**src/rtl/reorder_buffer.sv**
```systemverilog
// reorder_buffer: circular reorder buffer for the Tomasulo core.
// Hands out ROB IDs at dispatch, captures CDB results, serves operand
// lookups and retires entries in program order onto the commit port.
// A mispredicted branch reaching the head raises a one-cycle flush.
//
// Optional feature macro: ROB_CDB_BYPASS_EN
//   defined   -> operand lookups also see a same-cycle CDB broadcast
//   undefined -> operand lookups reflect stored entry state only
module reorder_buffer #(
  parameter int ID_W = 4
) (
  input  logic            clk,
  input  logic            rst,
  // dispatch / allocation
  input  logic            alloc_valid,
  output logic            alloc_ready,
  output logic [ID_W-1:0] alloc_id,
  input  logic [4:0]      alloc_rd,
  input  logic            alloc_has_rd,
  input  logic            alloc_is_branch,
  // common data bus
  input  logic            cdb_valid,
  input  logic [ID_W-1:0] cdb_rob_id,
  input  logic [31:0]     cdb_value,
  input  logic            cdb_mispredict,
  input  logic [31:0]     cdb_target,
  // operand lookups
  input  logic [ID_W-1:0] q1_id,
  input  logic [ID_W-1:0] q2_id,
  output logic            q1_ready,
  output logic            q2_ready,
  output logic [31:0]     q1_value,
  output logic [31:0]     q2_value,
  // commit port
  output logic            commit_we,
  output logic [4:0]      commit_addr,
  output logic [ID_W-1:0] commit_rob_id,
  output logic [31:0]     commit_value,
  output logic            flush,
  output logic [31:0]     flush_pc,
  output logic            empty
);

  localparam int              DEPTH = 2 ** ID_W;
  localparam logic [ID_W:0]   FULL  = (ID_W + 1)'(DEPTH);

  // per-entry state
  logic [DEPTH-1:0] busy;
  logic [DEPTH-1:0] ready;
  logic [DEPTH-1:0] has_rd;
  logic [DEPTH-1:0] is_branch;
  logic [DEPTH-1:0] mispredict;
  logic [4:0]       rd     [DEPTH];
  logic [31:0]      value  [DEPTH];
  logic [31:0]      target [DEPTH];

  logic [ID_W-1:0]  head;
  logic [ID_W-1:0]  tail;
  logic [ID_W:0]    count;

  logic alloc_fire;
  logic cdb_fire;
  logic commit_fire;
  logic commit_flush;

  assign alloc_ready  = (count != FULL) && !flush;
  assign alloc_id     = tail;
  assign empty        = (count == '0);

  assign alloc_fire   = alloc_valid && alloc_ready;
  // Results arriving during the flush pulse belong to squashed producers.
  assign cdb_fire     = cdb_valid && !flush && busy[cdb_rob_id];
  assign commit_fire  = busy[head] && ready[head];
  assign commit_flush = commit_fire && mispredict[head];

  // Payload capture: destination info at allocation, branch outcome on the CDB.
  // NOTE: these fields need no reset; they are only read once busy/ready
  // (which are reset) say the entry holds valid contents.
  always_ff @(posedge clk) begin
    if (alloc_fire) begin
      rd[tail]         <= alloc_rd;
      has_rd[tail]     <= alloc_has_rd;
      is_branch[tail]  <= alloc_is_branch;
      mispredict[tail] <= 1'b0;
    end
    if (cdb_fire) begin
      mispredict[cdb_rob_id] <= cdb_mispredict && is_branch[cdb_rob_id];
      target[cdb_rob_id]     <= cdb_target;
    end
  end

  // Control state, values seen by the read ports, and the registered commit port.
  // NOTE: value[] is reset because the read ports expose it directly and
  // must show zero out of reset.
  always_ff @(posedge clk) begin
    if (rst) begin
      busy          <= '0;
      ready         <= '0;
      for (int i = 0; i < DEPTH; i++) value[i] <= '0;
      head          <= '0;
      tail          <= '0;
      count         <= '0;
      commit_we     <= 1'b0;
      commit_addr   <= '0;
      commit_rob_id <= '0;
      commit_value  <= '0;
      flush         <= 1'b0;
      flush_pc      <= '0;
    end else begin
      // commit port and flush are single-cycle pulses
      commit_we     <= 1'b0;
      commit_addr   <= '0;
      commit_rob_id <= '0;
      commit_value  <= '0;
      flush         <= 1'b0;
      flush_pc      <= '0;

      if (cdb_fire) begin
        ready[cdb_rob_id] <= 1'b1;
        value[cdb_rob_id] <= cdb_value;
      end

      if (alloc_fire) begin
        busy[tail]  <= 1'b1;
        ready[tail] <= 1'b0;
      end

      if (commit_fire) begin
        commit_we     <= has_rd[head] && (rd[head] != 5'd0);
        commit_addr   <= rd[head];
        commit_rob_id <= head;
        commit_value  <= value[head];
        busy[head]    <= 1'b0;
      end

      if (commit_flush) begin
        // squash everything younger, including any same-cycle allocation
        flush    <= 1'b1;
        flush_pc <= target[head];
        busy     <= '0;
        head     <= '0;
        tail     <= '0;
        count    <= '0;
      end else begin
        if (commit_fire) head <= head + 1'b1;
        if (alloc_fire)  tail <= tail + 1'b1;
        count <= count + (ID_W + 1)'(alloc_fire) - (ID_W + 1)'(commit_fire);
      end
    end
  end

  // Operand lookups from stored state, optionally bypassing the live CDB.
  always_comb begin
    q1_ready = ready[q1_id];
    q1_value = value[q1_id];
    q2_ready = ready[q2_id];
    q2_value = value[q2_id];
`ifdef ROB_CDB_BYPASS_EN
    if (cdb_valid && (cdb_rob_id == q1_id)) begin
      q1_ready = 1'b1;
      q1_value = cdb_value;
    end
    if (cdb_valid && (cdb_rob_id == q2_id)) begin
      q2_ready = 1'b1;
      q2_value = cdb_value;
    end
`endif
  end

endmodule

```
**config.mk**
```make
export PLATFORM = sky130hd
export DESIGN_NAME = reorder_buffer
export DESIGN_NICKNAME = d
export VERILOG_FILES = /design/src/rtl/reorder_buffer.sv
export SDC_FILE = /design/constraint.sdc
export NUM_CORES = 2
export LEC_CHECK = 0
export CORE_MARGIN = 3
export CORE_UTILIZATION = 50
export CTS_BUF_LIST = sky130_fd_sc_hd__clkbuf_16
export CTS_CLUSTER_SIZE = 20
export DETAILED_ROUTE_END_ITERATION = 16
export GPL_TIMING_DRIVEN = 1
export PLACE_DENSITY = 0.68
export SLEW_MARGIN = 20
export SYNTH_ARGS = -nofsm -noshare
export SYNTH_HDL_FRONTEND = slang
export SYNTH_SLANG_ARGS = --single-unit
```
**constraint.sdc**
```tcl
create_clock -name clk -period 15.94 [get_ports clk]
set_input_delay 3.188 -clock clk [delete_from_list [all_inputs] [get_ports clk]]
set_output_delay 3.188 -clock clk [all_outputs]
set_load 0.05 [all_outputs]
```
==> results.yml <==
run_status:
  status: "complete, no violations"
sta:
  rsz0062_at_grt: "no"
  timing_worst_slew_pin_value_ps: 1170
  drv_slew: 0
  fin_crit_ps: 9760
  fin_skew_ps: 40.8
  worst_hold_slack_ps: 471
  hold_viol: 0
  post-route-period-util_pct: 61.2
  setup-tns-final_ps: 0
  fin_ws_ps: 6180
  max-slew-margin-rel_pct: 21.7
  setup_viol: 0
  maxClockFrequency_mhz: 103
critical_path:
  crit_fanout: 46
  cp-end-kind: "output port"
  worst_path_most_repeated_cell: "mux4_2"
  cp-start-kind: "input pin"
  slowest_delay_ps: 850
  crit_arrival_ps: 6570
  path_cells: "clkbuf_8, buf_4, mux4_2, mux4_2, clkdlybuf4s50_1"
  worstPathRequired_ps: 12750
  slowest_stage: "buf_4"
  critPathKind: "in -> out"
global_route:
  antenna_found_initial: 16
  grt_pass1_vias: 34500
  grt_pass1_wl_mm: 238
  grt_max_degree: 120
  overflow: 0
  grt.total_usage_pct: 27.1
floorplanning:
  die-area_mm2: 0.123
  core_mm2: 0.117
  ios: 235
  initial_core_util_pct: 50.7
  die_h_um: 350
  std_cell_rows: 125
  die_x_um: 350
clocking:
  cts_hold_buf: 0
  numCtsBuffers: 137
  cts_tree: "built"
  clk_pin_slew_ps: 60
  clockBufferDepth: 3
  cts_setup_buffers: 0
  clkLatencyLatePin_ps: 770
  clock_sinks: 1276
  htree_levels: 4
  clockRootBuffer: "clkbuf_16"
  cts.repair.resized: 0
finish:
  final_cell_mix: "edfxtp_1 (1,136), mux4_2 (697), and2_1 (515), clkdlybuf4s50_1 (226), clkbuf_16 (138)"
  area.growth.synth_to_final_pct: 14.5
  fin_nets: 3414
  layout_commonest_cell: "edfxtp_1"
  fill_cells: 8474
  layout-drive-gt1-share_pct: 29.8
  stdcell_count: 4966
synth:
  seq_area_frac_synth_pct: 62.3
  yosys.area.top_type: "edfxtp_1"
  synthDistinctLibCells: 46
  synth.net_count: 3237
  synth_area_per_cell_um2: 18.9
  syn_inst: 3134
  ys_ff_latch: 1276
  yosysTopAreaCellShare_pct: 57.5
  syn_area_mm2: 0.0593
  ys_warn_count: 0
  ys_top_cells_by_area: "edfxtp_1 (58%), mux4_2 (26%), and2_1 (5.4%)"
routing:
  drc: 0
  viasPerCell: 6.59
  wl_per_cell_um: 33.0
  drtPass1Iterations: 7
  vias: 32700
  routed_wl_mm: 164
  ant_nets: 0
  dr.first_iter.drc_count: 3983
pwr:
  p_leak_nw: 22.1
  p_per_area_mw_per_mm2: 110
  vdd_drop_max_uv: 101
min_path:
  hp-class: "reg -> reg"
placement:
  placedCellCount: 4694
  dpl.hpwl_mm: 86.4
  routabilityCongestion: 0.809
  dp_slack_ps: 6130
  portBuffers: 234
flow_run:
  cap_violations: 0
-- critical path, delay by kind of cell --
family	cells	cell delay, ps
buffers and inverters	3	2110
muxes	2	1190
-- where the power goes --
part	internal (mW)	switching, mW	leakage (nW)
Sequential	3.70	0.0423	12.0
Clock	1.84	1.35	2.33
Combinational	0.230	0.331	7.72
-- registers in the layout, indices dropped and copies added, names as in the netlist, 4 cells and up, named ones only --
| register | flops |
|---|---|
| alloc_id | 4 |
| rd | 80 |
| is_branch | 16 |
| head | 4 |
| target | 512 |
| flush_pc | 32 |
| count | 5 |
| commit_addr | 5 |
| value | 512 |
| commit_value | 32 |
| busy | 16 |
| commit_rob_id | 4 |
| has_rd | 16 |
| ready | 16 |
| mispredict | 16 |
-- metrics by stage --
step	cell area (um2)	util [%]	total power, mW
4_1_cts	67800	58.0	7.54
6_report	67900	58.0	7.49
2_1_floorplan	59300	-	4.15
3_5_place_dp	63200	54.0	4.37
5_1_grt	67900	58.0	7.72
3_3_place_gp	63200	54.0	4.35
-- logic make-up (layout without fill, tap and decap cells) --
family / count (synthesis) / after routing / synth area share, %
XOR/XNOR: 6 / 6 / 0.0886
other: 0 / 14 / 0
flip-flops: 1276 / 1276 / 62.3
buffers and inverters: 294 / 588 / 2.13
AO/OA/AOI/OAI: 73 / 73 / 0.952
AND/OR/NAND/NOR: 771 / 771 / 7.72
adder cells (fa/ha/maj): 15 / 15 / 0.329
multiplexers: 699 / 699 / 26.5
-- path summary, 6_finish.rpt --
check | startpoint | endpoint | slack, ps | cells after the start
worst max-delay path | q1_id[0] | q1_ready | 6180 | 5
worst min register to register | mispredict[8]$_DFF_P_ | mispredict[8]$_DFF_P_ | 470 | 1
worst max register to register | head[1]$_SDFFE_PP0N_ | count[4]$_SDFF_PP0_ | 10330 | 17
worst min-delay path | mispredict[8]$_DFF_P_ | mispredict[8]$_DFF_P_ | 470 | 1
-- area by class of cell --
class                      instances  area, um2  area share (%)
antenna                           14       35.0          0.0516
clock buffer                     138       3450            5.09
clock inverter                   118       1140            1.68
inverter                          27        106           0.157
multi-input combinational       1564      21400            31.5
sequential                      1276      36900            54.4
tap                             1524       1910            2.81
timing repair buffer             305       2910            4.29
-- synth_stat cells (all sizes together) --
master and count:
and4 2, nor3b 32, mux4 697, nand3b 3, and3 15, o32ai 1, buf 78, a21oi 7
a221oi 5, inv 27, o21ba 1, nand4 6, a21o 1, ha 14, fa 1, mux2i 2
edfxtp 1136, or2 2, a22o 6, dfxtp 140, and2 515, a31oi 1, nor4 2, nand2b 6
nor2 85, nand2 25, a211oi 6, o21ai 19, nor2b 41, a211o 1, nand4b 1, or3 4
xnor2 2, nand3 11, a32o 11, clkbuf 189, xor2 4, nor3 21, a311oi 13, o31ai 1
-- per-layer routing --
metal | vias up | global-route usage, % | part of all wire, %
met3 | 390 | 5.38 | 9.2
li1 | 13200 | - | -
met2 | 1925 | 45.3 | 51
met4 | 4 | 11.9 | 4.1
met5 | - | 0 | 0.019
met1 | 17200 | 34.9 | 36
No activity file was read; power rests on OpenSTA's default activity.
